[config.mk]
export PLATFORM = sky130hd
export DESIGN_NAME = mul_dispatch_flat
export DESIGN_NICKNAME = d
export VERILOG_FILES = /design/src/rtl/isa_pkg.sv /design/src/rtl/mul_dispatch_if.sv /design/src/rtl/mul_watchdog.sv /design/src/rtl/mul_dispatch.sv /design/src/flat_wrapper.sv
export SDC_FILE = /design/constraint.sdc
export NUM_CORES = 1
export LEC_CHECK = 0
export ABC_AREA = 1
export CORE_UTILIZATION = 45
export DETAILED_ROUTE_END_ITERATION = 8
export DONT_BUFFER_PORTS = 1
export GPL_TIMING_DRIVEN = 0
export PLACE_DENSITY = 0.66
export SYNTH_ARGS = -nofsm -noshare
export SYNTH_HDL_FRONTEND = slang
export SYNTH_SLANG_ARGS = --single-unit
[constraint.sdc]
create_clock -name clk -period 4.9 [get_ports clk]
set_input_delay 0.49 -clock clk [delete_from_list [all_inputs] [get_ports clk]]
set_output_delay 0.49 -clock clk [all_outputs]
set_load 0.05 [all_outputs]
[src/rtl/isa_pkg.sv]
`default_nettype none
// ============================================================================
// Module : isa_pkg
// Brief  : Shared MUL opcodes, NOP word, mul_type and dispatcher state codes.
// Rev    : 1.0 - initial release
// ============================================================================
package isa_pkg;

    localparam logic [6:0]  c_OP_MULI  = 7'b0010011;
    localparam logic [6:0]  c_OP_MULR  = 7'b0110011;
    localparam logic [6:0]  c_OP_MULSI = 7'b0011011;
    localparam logic [6:0]  c_OP_MULSR = 7'b0111011;
    localparam logic [31:0] c_NOP      = {5'b11001, 27'b0};

    typedef enum logic [1:0] {
        MT_MULI  = 2'd0,
        MT_MULR  = 2'd1,
        MT_MULSI = 2'd2,
        MT_MULSR = 2'd3
    } mul_type_e;

    typedef enum logic [2:0] {
        ST_IDLE   = 3'd0,
        ST_LAUNCH = 3'd1,
        ST_RUN    = 3'd2,
        ST_RESUME = 3'd3,
        ST_ERR    = 3'd4
    } state_e;

    function automatic logic is_mul(input logic [6:0] op);
        return op inside {c_OP_MULI, c_OP_MULR, c_OP_MULSI, c_OP_MULSR};
    endfunction

    function automatic mul_type_e mul_type_of(input logic [6:0] op);
        case (op)
            c_OP_MULR:  return MT_MULR;
            c_OP_MULSI: return MT_MULSI;
            c_OP_MULSR: return MT_MULSR;
            default:    return MT_MULI;
        endcase
    endfunction

endpackage
`default_nettype wire

[src/rtl/mul_dispatch_if.sv]
`default_nettype none
// ============================================================================
// Module : mul_dispatch_if
// Brief  : Dispatcher <-> microcode sequencer handshake and held MUL operands.
// Rev    : 1.0 - initial release
// ============================================================================
interface mul_dispatch_if;
    import isa_pkg::*;

    logic        start_mul;
    logic [3:0]  dest_reg;
    logic [3:0]  source_reg;
    logic [15:0] immediate;
    logic [31:0] readDataSecond;
    mul_type_e   mul_type;
    logic [3:0]  flags_to_ucode;
    logic [31:0] ucode_instr;
    logic        ucode_mux_ctrl;
    logic        ucode_release;
    logic [3:0]  ucode_flags;

    modport master (
        output start_mul, dest_reg, source_reg, immediate, readDataSecond, mul_type, flags_to_ucode,
        input  ucode_instr, ucode_mux_ctrl, ucode_release, ucode_flags
    );

    modport slave (
        input  start_mul, dest_reg, source_reg, immediate, readDataSecond, mul_type, flags_to_ucode,
        output ucode_instr, ucode_mux_ctrl, ucode_release, ucode_flags
    );
endinterface
`default_nettype wire

[src/rtl/mul_watchdog.sv]
`default_nettype none
// ============================================================================
// Module : mul_watchdog
// Brief  : RUN-state cycle counter; expired flags the cycle the limit is hit.
// Rev    : 1.0 - initial release
// ============================================================================
module mul_watchdog (
    input  wire logic        clk,
    input  wire logic        rst,
    input  wire logic        clr,
    input  wire logic        en,
    input  wire logic [31:0] limit,
    output logic             expired
);
    logic [31:0] r_count;
    logic [31:0] w_count_inc;

    assign w_count_inc = r_count + 32'd1;

    always_ff @(posedge clk or negedge rst) begin
        if (!rst) begin
            r_count <= 32'd0;
        end else if (clr) begin
            r_count <= 32'd0;
        end else if (en) begin
            r_count <= w_count_inc;
        end
    end

    // A zero limit disables the watchdog entirely.
    assign expired = en && (limit != 32'd0) && (w_count_inc >= limit);
endmodule
`default_nettype wire

[src/rtl/mul_dispatch.sv]
`default_nettype none
// ============================================================================
// Module : mul_dispatch
// Brief  : Stalls fetch on a MUL, hands it to the microcode sequencer, resumes.
// Rev    : 1.0 - initial release
// ============================================================================
module mul_dispatch
    import isa_pkg::*;
#(
    parameter logic [31:0] TIMEOUT_CYCLES = 32'd70000
) (
    input  wire logic        clk,
    input  wire logic        rst,
    input  wire logic [31:0] fetch_instr,
    input  wire logic        fetch_valid,
    input  wire logic [31:0] rs2_data,
    input  wire logic [3:0]  flags_exec,
    mul_dispatch_if.master   seq_if,
    output logic [31:0]      issue_instr,
    output logic             issue_valid,
    output logic             fetch_stall,
    output logic             flags_restore_en,
    output logic [3:0]       flags_restore,
    output logic             mul_timeout
);
    state_e      r_state;
    state_e      w_next;
    logic [3:0]  r_dest;
    logic [3:0]  r_src;
    logic [15:0] r_imm;
    logic [31:0] r_rs2;
    mul_type_e   r_mtype;
    logic [3:0]  r_flags;
    logic        r_timeout;
    logic        w_capture;
    logic        w_start;
    logic        w_set_timeout;
    logic        w_wd_clr;
    logic        w_wd_en;
    logic        w_wd_expired;
    logic [6:0]  w_opcode;
    logic        w_fetch_mul;
    logic        w_unused_rs2_field;

    assign w_opcode           = fetch_instr[31:25];
    assign w_fetch_mul        = fetch_valid && is_mul(w_opcode);
    assign w_unused_rs2_field = fetch_instr[16];

    mul_watchdog u_watchdog (
        .clk     (clk),
        .rst     (rst),
        .clr     (w_wd_clr),
        .en      (w_wd_en),
        .limit   (TIMEOUT_CYCLES),
        .expired (w_wd_expired)
    );

    always_ff @(posedge clk or negedge rst) begin
        if (!rst) begin
            r_state <= ST_IDLE;
        end else begin
            r_state <= w_next;
        end
    end

    always_ff @(posedge clk or negedge rst) begin
        if (!rst) begin
            r_dest  <= 4'd0;
            r_src   <= 4'd0;
            r_imm   <= 16'd0;
            r_rs2   <= 32'd0;
            r_mtype <= MT_MULI;
            r_flags <= 4'd0;
        end else if (w_capture) begin
            r_dest  <= fetch_instr[24:21];
            r_src   <= fetch_instr[20:17];
            r_imm   <= fetch_instr[15:0];
            r_rs2   <= rs2_data;
            r_mtype <= mul_type_of(w_opcode);
            r_flags <= flags_exec;
        end
    end

    always_ff @(posedge clk or negedge rst) begin
        if (!rst) begin
            r_timeout <= 1'b0;
        end else if (w_set_timeout) begin
            r_timeout <= 1'b1;
        end
    end

    always_comb begin
        w_next           = r_state;
        issue_instr      = c_NOP;
        issue_valid      = 1'b0;
        fetch_stall      = 1'b0;
        flags_restore_en = 1'b0;
        flags_restore    = 4'd0;
        w_capture        = 1'b0;
        w_start          = 1'b0;
        w_set_timeout    = 1'b0;
        w_wd_clr         = 1'b0;
        w_wd_en          = 1'b0;
        case (r_state)
            ST_IDLE: begin
                if (w_fetch_mul) begin
                    fetch_stall = 1'b1;
                    w_capture   = 1'b1;
                    w_next      = ST_LAUNCH;
                end else if (fetch_valid) begin
                    issue_instr = fetch_instr;
                    issue_valid = 1'b1;
                end
            end
            ST_LAUNCH: begin
                w_start     = 1'b1;
                fetch_stall = 1'b1;
                w_wd_clr    = 1'b1;
                w_next      = ST_RUN;
            end
            ST_RUN: begin
                fetch_stall = 1'b1;
                w_wd_en     = 1'b1;
                if (seq_if.ucode_mux_ctrl) begin
                    issue_instr = seq_if.ucode_instr;
                    issue_valid = 1'b1;
                end
                // Release outranks a coincident watchdog expiry.
                if (seq_if.ucode_release) begin
                    w_next = ST_RESUME;
                    if (r_mtype == MT_MULI || r_mtype == MT_MULR) begin
                        flags_restore_en = 1'b1;
                        flags_restore    = seq_if.ucode_flags;
                    end
                end else if (w_wd_expired) begin
                    w_set_timeout = 1'b1;
                    w_next        = ST_ERR;
                end
            end
            default: begin
                w_next = ST_IDLE;
            end
        endcase
        // Keep outputs quiet while reset is held even though IDLE would pass fetch through.
        if (!rst) begin
            issue_instr      = c_NOP;
            issue_valid      = 1'b0;
            fetch_stall      = 1'b0;
            flags_restore_en = 1'b0;
            flags_restore    = 4'd0;
            w_start          = 1'b0;
        end
    end

    assign seq_if.start_mul      = w_start;
    assign seq_if.dest_reg       = r_dest;
    assign seq_if.source_reg     = r_src;
    assign seq_if.immediate      = r_imm;
    assign seq_if.readDataSecond = r_rs2;
    assign seq_if.mul_type       = r_mtype;
    assign seq_if.flags_to_ucode = r_flags;
    assign mul_timeout           = r_timeout;
endmodule
`default_nettype wire

[src/flat_wrapper.sv]
// flat-port wrapper written by rule: the top's interface ports become plain ports
module mul_dispatch_flat import isa_pkg::*;
#(
    parameter logic [31:0] TIMEOUT_CYCLES = 32'd70000
)
  (clk, rst, fetch_instr, fetch_valid, rs2_data, flags_exec, issue_instr, issue_valid, fetch_stall, flags_restore_en, flags_restore, mul_timeout, seq_if_start_mul, seq_if_dest_reg, seq_if_source_reg, seq_if_immediate, seq_if_readDataSecond, seq_if_mul_type, seq_if_flags_to_ucode, seq_if_ucode_instr, seq_if_ucode_mux_ctrl, seq_if_ucode_release, seq_if_ucode_flags);
  mul_dispatch_if seq_if_i ();
  input  wire logic clk;
  input  wire logic rst;
  input  wire logic [31:0] fetch_instr;
  input  wire logic fetch_valid;
  input  wire logic [31:0] rs2_data;
  input  wire logic [3:0] flags_exec;
  output logic [31:0] issue_instr;
  output logic issue_valid;
  output logic fetch_stall;
  output logic flags_restore_en;
  output logic [3:0] flags_restore;
  output logic mul_timeout;
  output wire logic [$bits(seq_if_i.start_mul)-1:0] seq_if_start_mul;
  output wire logic [$bits(seq_if_i.dest_reg)-1:0] seq_if_dest_reg;
  output wire logic [$bits(seq_if_i.source_reg)-1:0] seq_if_source_reg;
  output wire logic [$bits(seq_if_i.immediate)-1:0] seq_if_immediate;
  output wire logic [$bits(seq_if_i.readDataSecond)-1:0] seq_if_readDataSecond;
  output wire logic [$bits(seq_if_i.mul_type)-1:0] seq_if_mul_type;
  output wire logic [$bits(seq_if_i.flags_to_ucode)-1:0] seq_if_flags_to_ucode;
  input wire logic [$bits(seq_if_i.ucode_instr)-1:0] seq_if_ucode_instr;
  input wire logic [$bits(seq_if_i.ucode_mux_ctrl)-1:0] seq_if_ucode_mux_ctrl;
  input wire logic [$bits(seq_if_i.ucode_release)-1:0] seq_if_ucode_release;
  input wire logic [$bits(seq_if_i.ucode_flags)-1:0] seq_if_ucode_flags;
  assign seq_if_start_mul = seq_if_i.start_mul;
  assign seq_if_dest_reg = seq_if_i.dest_reg;
  assign seq_if_source_reg = seq_if_i.source_reg;
  assign seq_if_immediate = seq_if_i.immediate;
  assign seq_if_readDataSecond = seq_if_i.readDataSecond;
  assign seq_if_mul_type = seq_if_i.mul_type;
  assign seq_if_flags_to_ucode = seq_if_i.flags_to_ucode;
  assign seq_if_i.ucode_instr = seq_if_ucode_instr;
  assign seq_if_i.ucode_mux_ctrl = seq_if_ucode_mux_ctrl;
  assign seq_if_i.ucode_release = seq_if_ucode_release;
  assign seq_if_i.ucode_flags = seq_if_ucode_flags;
  mul_dispatch #(.TIMEOUT_CYCLES(TIMEOUT_CYCLES)) u_core (.clk(clk), .rst(rst), .fetch_instr(fetch_instr), .fetch_valid(fetch_valid), .rs2_data(rs2_data), .flags_exec(flags_exec), .seq_if(seq_if_i), .issue_instr(issue_instr), .issue_valid(issue_valid), .fetch_stall(fetch_stall), .flags_restore_en(flags_restore_en), .flags_restore(flags_restore), .mul_timeout(mul_timeout));
endmodule
==> flow_metrics.tcl <==
set metrics [dict create \
    cp.required_ns 4.41 \
    wirelength_mm 15.3 \
    drcViolationCount 1 \
    place.gp.congestion 0.885 \
    worst_skew_pair.late_latency_ns 0.35 \
    die_x_um 112 \
    skew_ns 0.00984 \
    cpPeakStageDelay_ns 0.89 \
    grt_max_degree 99 \
    hold_path.class "in2async" \
    drtPass1Iterations 7 \
    leakage_nw 2.71 \
    clock-sinks 98 \
    cp-end-kind "output pin" \
    port-buffer-count 0 \
    cp_top_family "compound AO/OA/AOI/OAI gates" \
    start_util 0.468 \
    drive_gt1_frac 0.182 \
    n_antenna_cell 0 \
    cts_buffers 9 \
    vias 4544 \
    root_buffer "clkbuf_16" \
    cp.arrival_ns 3.00 \
    ios 212 \
    drv_slew 0 \
    period_minus_slack_ns 3.49 \
    post-place-ws_ns 1.81 \
    syn-cell-area_um2 5420 \
    reg2reg_to "u_core.mul_timeout$_DFFE_PN0P_" \
    whs_ns 0.0438 \
    synth_edf_count 0 \
    status "complete, but fails checks" \
    vias_per_cell 5.74 \
    synth_area_leaders "dfrtp_1, mux2_2, nand2_1" \
    setup_viol 0 \
    grt_pass1_wl_mm 23.8 \
    htree_levels 3 \
    ir_worst_vdd_v 0.000355 \
    r2r_start "u_core.u_watchdog.r_count[0]$_DFFE_PN0N_" \
    rows 39 \
    ff2ff_path_depth 15 \
    rsz0062_at_grt "false" \
    synthArstFlopShare 1.00 \
    antenna_found_initial 0 \
    cts_tree "built" \
    drt-initial-drc-count 246 \
    chipHeight_um 112 \
    yosys.area.top_type_share 0.453 \
    synth.largest_area_cell "dfrtp_1" \
    cap_violations 0 \
    overflow 0 \
    fin_crit_sh 0.712 \
    grt_pass1_vias 4427 \
    nets 753 \
    dp_hpwl_mm 11.9 \
    synthFlopType "dfrtp_1" \
    violations "design-rule violations" \
    synth.net_count 740 \
    finalWorstSetupSlack_ns 1.41 \
    maxSlewHeadroom 0.179 \
    synth_cells 630 \
    post_drt_wl_per_cell_um 19.4 \
    ant_nets 0 \
    grt_usage 0.248 \
    core-area_um2 11600 \
    tns_ns 0 \
    yosysUniqueCellTypes 32 \
    syn_to_final_growth_pct 9.77 \
    synth_seq_cells 98 \
    startpoint_type "register" \
    tightest_slew_ns 1.23 \
    postLayoutCoreUtil 0.514 \
    cpMaxStageDelayCell "a21oi_1" \
    layout_commonest_cell "nand2_1" \
    synth_seq_area_share 0.453 \
    layout_common_cells "nand2_1, dfrtp_1, mux2_2" \
    post_cts_resized 0 \
    fmax_mhz 287 \
    clk_pin_slew_worst_paths_ns 0.08 \
    cpMostUsedCell "inv_2" \
    path_buf_inv 4 \
    critical_path_class "reg2out" \
    path_cells "nor2_1 -> inv_2 -> nor2_2 -> inv_2 -> nand2_1 -> clkbuf_1 -> inv_1 -> a21oi_1" \
    rrSetupSlack_ns 2.69 \
    yosysWarningCount 0 \
    die_area_um2 12500 \
    cp_max_fo 10 \
    powerDensity_nw_per_um2 531 \
    clockBufferDepth 2 \
    hold_violations 0 \
    synth.avg_cell_area_um2 8.60 \
]
==> worst max-delay path by stage <==
stage,start,to,cells after the start
2_1_floorplan,u_core.r_state[0]$_DFFE_PN0P_,flags_restore[0],9
3_3_place_gp,u_core.r_state[0]$_DFFE_PN0P_,flags_restore[0],9
3_5_place_dp,u_core.r_state[0]$_DFFE_PN0P_,fetch_stall,8
4_1_cts,u_core.r_state[2]$_DFFE_PN0P_,fetch_stall,8
5_1_grt,u_core.r_state[2]$_DFFE_PN0P_,fetch_stall,8
6_report,u_core.r_state[2]$_DFFE_PN0P_,fetch_stall,8
==> through the flow <==
stage | power, W | cells | instance area [µm²]
finish | 0.00316 | 791 | 5950
global route | 0.00327 | 791 | 5950
CTS | 0.00316 | 791 | 5950
detailed placement | 0.00243 | 774 | 5610
global placement | 0.00241 | 773 | 5600
floorplan | 0.00224 | 630 | 5420
==> layout make-up <==
class                   count  area, µm²
plain buffers              30        158
clock buffers              10        239
clock inverters             6       67.6
fillers                  1058       5620
inverters                  60        225
multi-input cells         442       2590
flip-flops and latches     98       2450
well taps                 143        179
repair buffers              2       38.8
==> power by group <==
part | switching [W] | internal (W) | total, W
Clock | 0.000345 | 0.000376 | 0.000721
Sequential | 0.000669 | 0.000967 | 0.00164
Combinational | 0.000579 | 0.000223 | 0.000802
Total | 0.00159 | 0.00157 | 0.00316
==> layer usage <==
metal / GRT usage / vias up / share of wire
met3: 0.0746 / 37 / 0.086
met4: 0.115 / 0 / 0.038
li1: - / 2147 / -
met5: 0 / - / 0
met2: 0.423 / 192 / 0.50
met1: 0.286 / 2168 / 0.38
==> synthesized netlist by cell type (2+ instances only) <==
cell type / instances
nand2_1: 130
dfrtp_1: 98
mux2_2: 62
nor2_1: 56
inv_1: 54
nand3_1: 47
a21oi_1: 33
nand4_1: 33
clkbuf_1: 22
o22ai_1: 21
o21ai_0: 13
nand2_2: 8
xor2_1: 8
nor2_2: 7
buf_6: 6
inv_2: 6
nor2_4: 5
nor3_1: 3
and2_1: 2
buf_1: 2
nand2_4: 2
nand3b_1: 2
==> timing repair <==
action | CTS | global route
hold buffers | 1 | 0
setup buffers | 0 | 0
endpoints found under the hold margin | 98 | 0
==> logic make-up (layout without fill, tap and decap cells) <==
family / Yosys count / in the layout / synth area share
DFF: 98 / 98 / 0.453
buffers and inverters: 90 / 108 / 0.0707
muxes: 62 / 62 / 0.129
AOI/OAI and AO/OA: 73 / 73 / 0.0758
adders and majority gates: 1 / 1 / 0.00231
and+or+nand+nor: 298 / 298 / 0.257
xor gates and xnor gates: 8 / 8 / 0.0129
(Power assumes the default switching activity.)
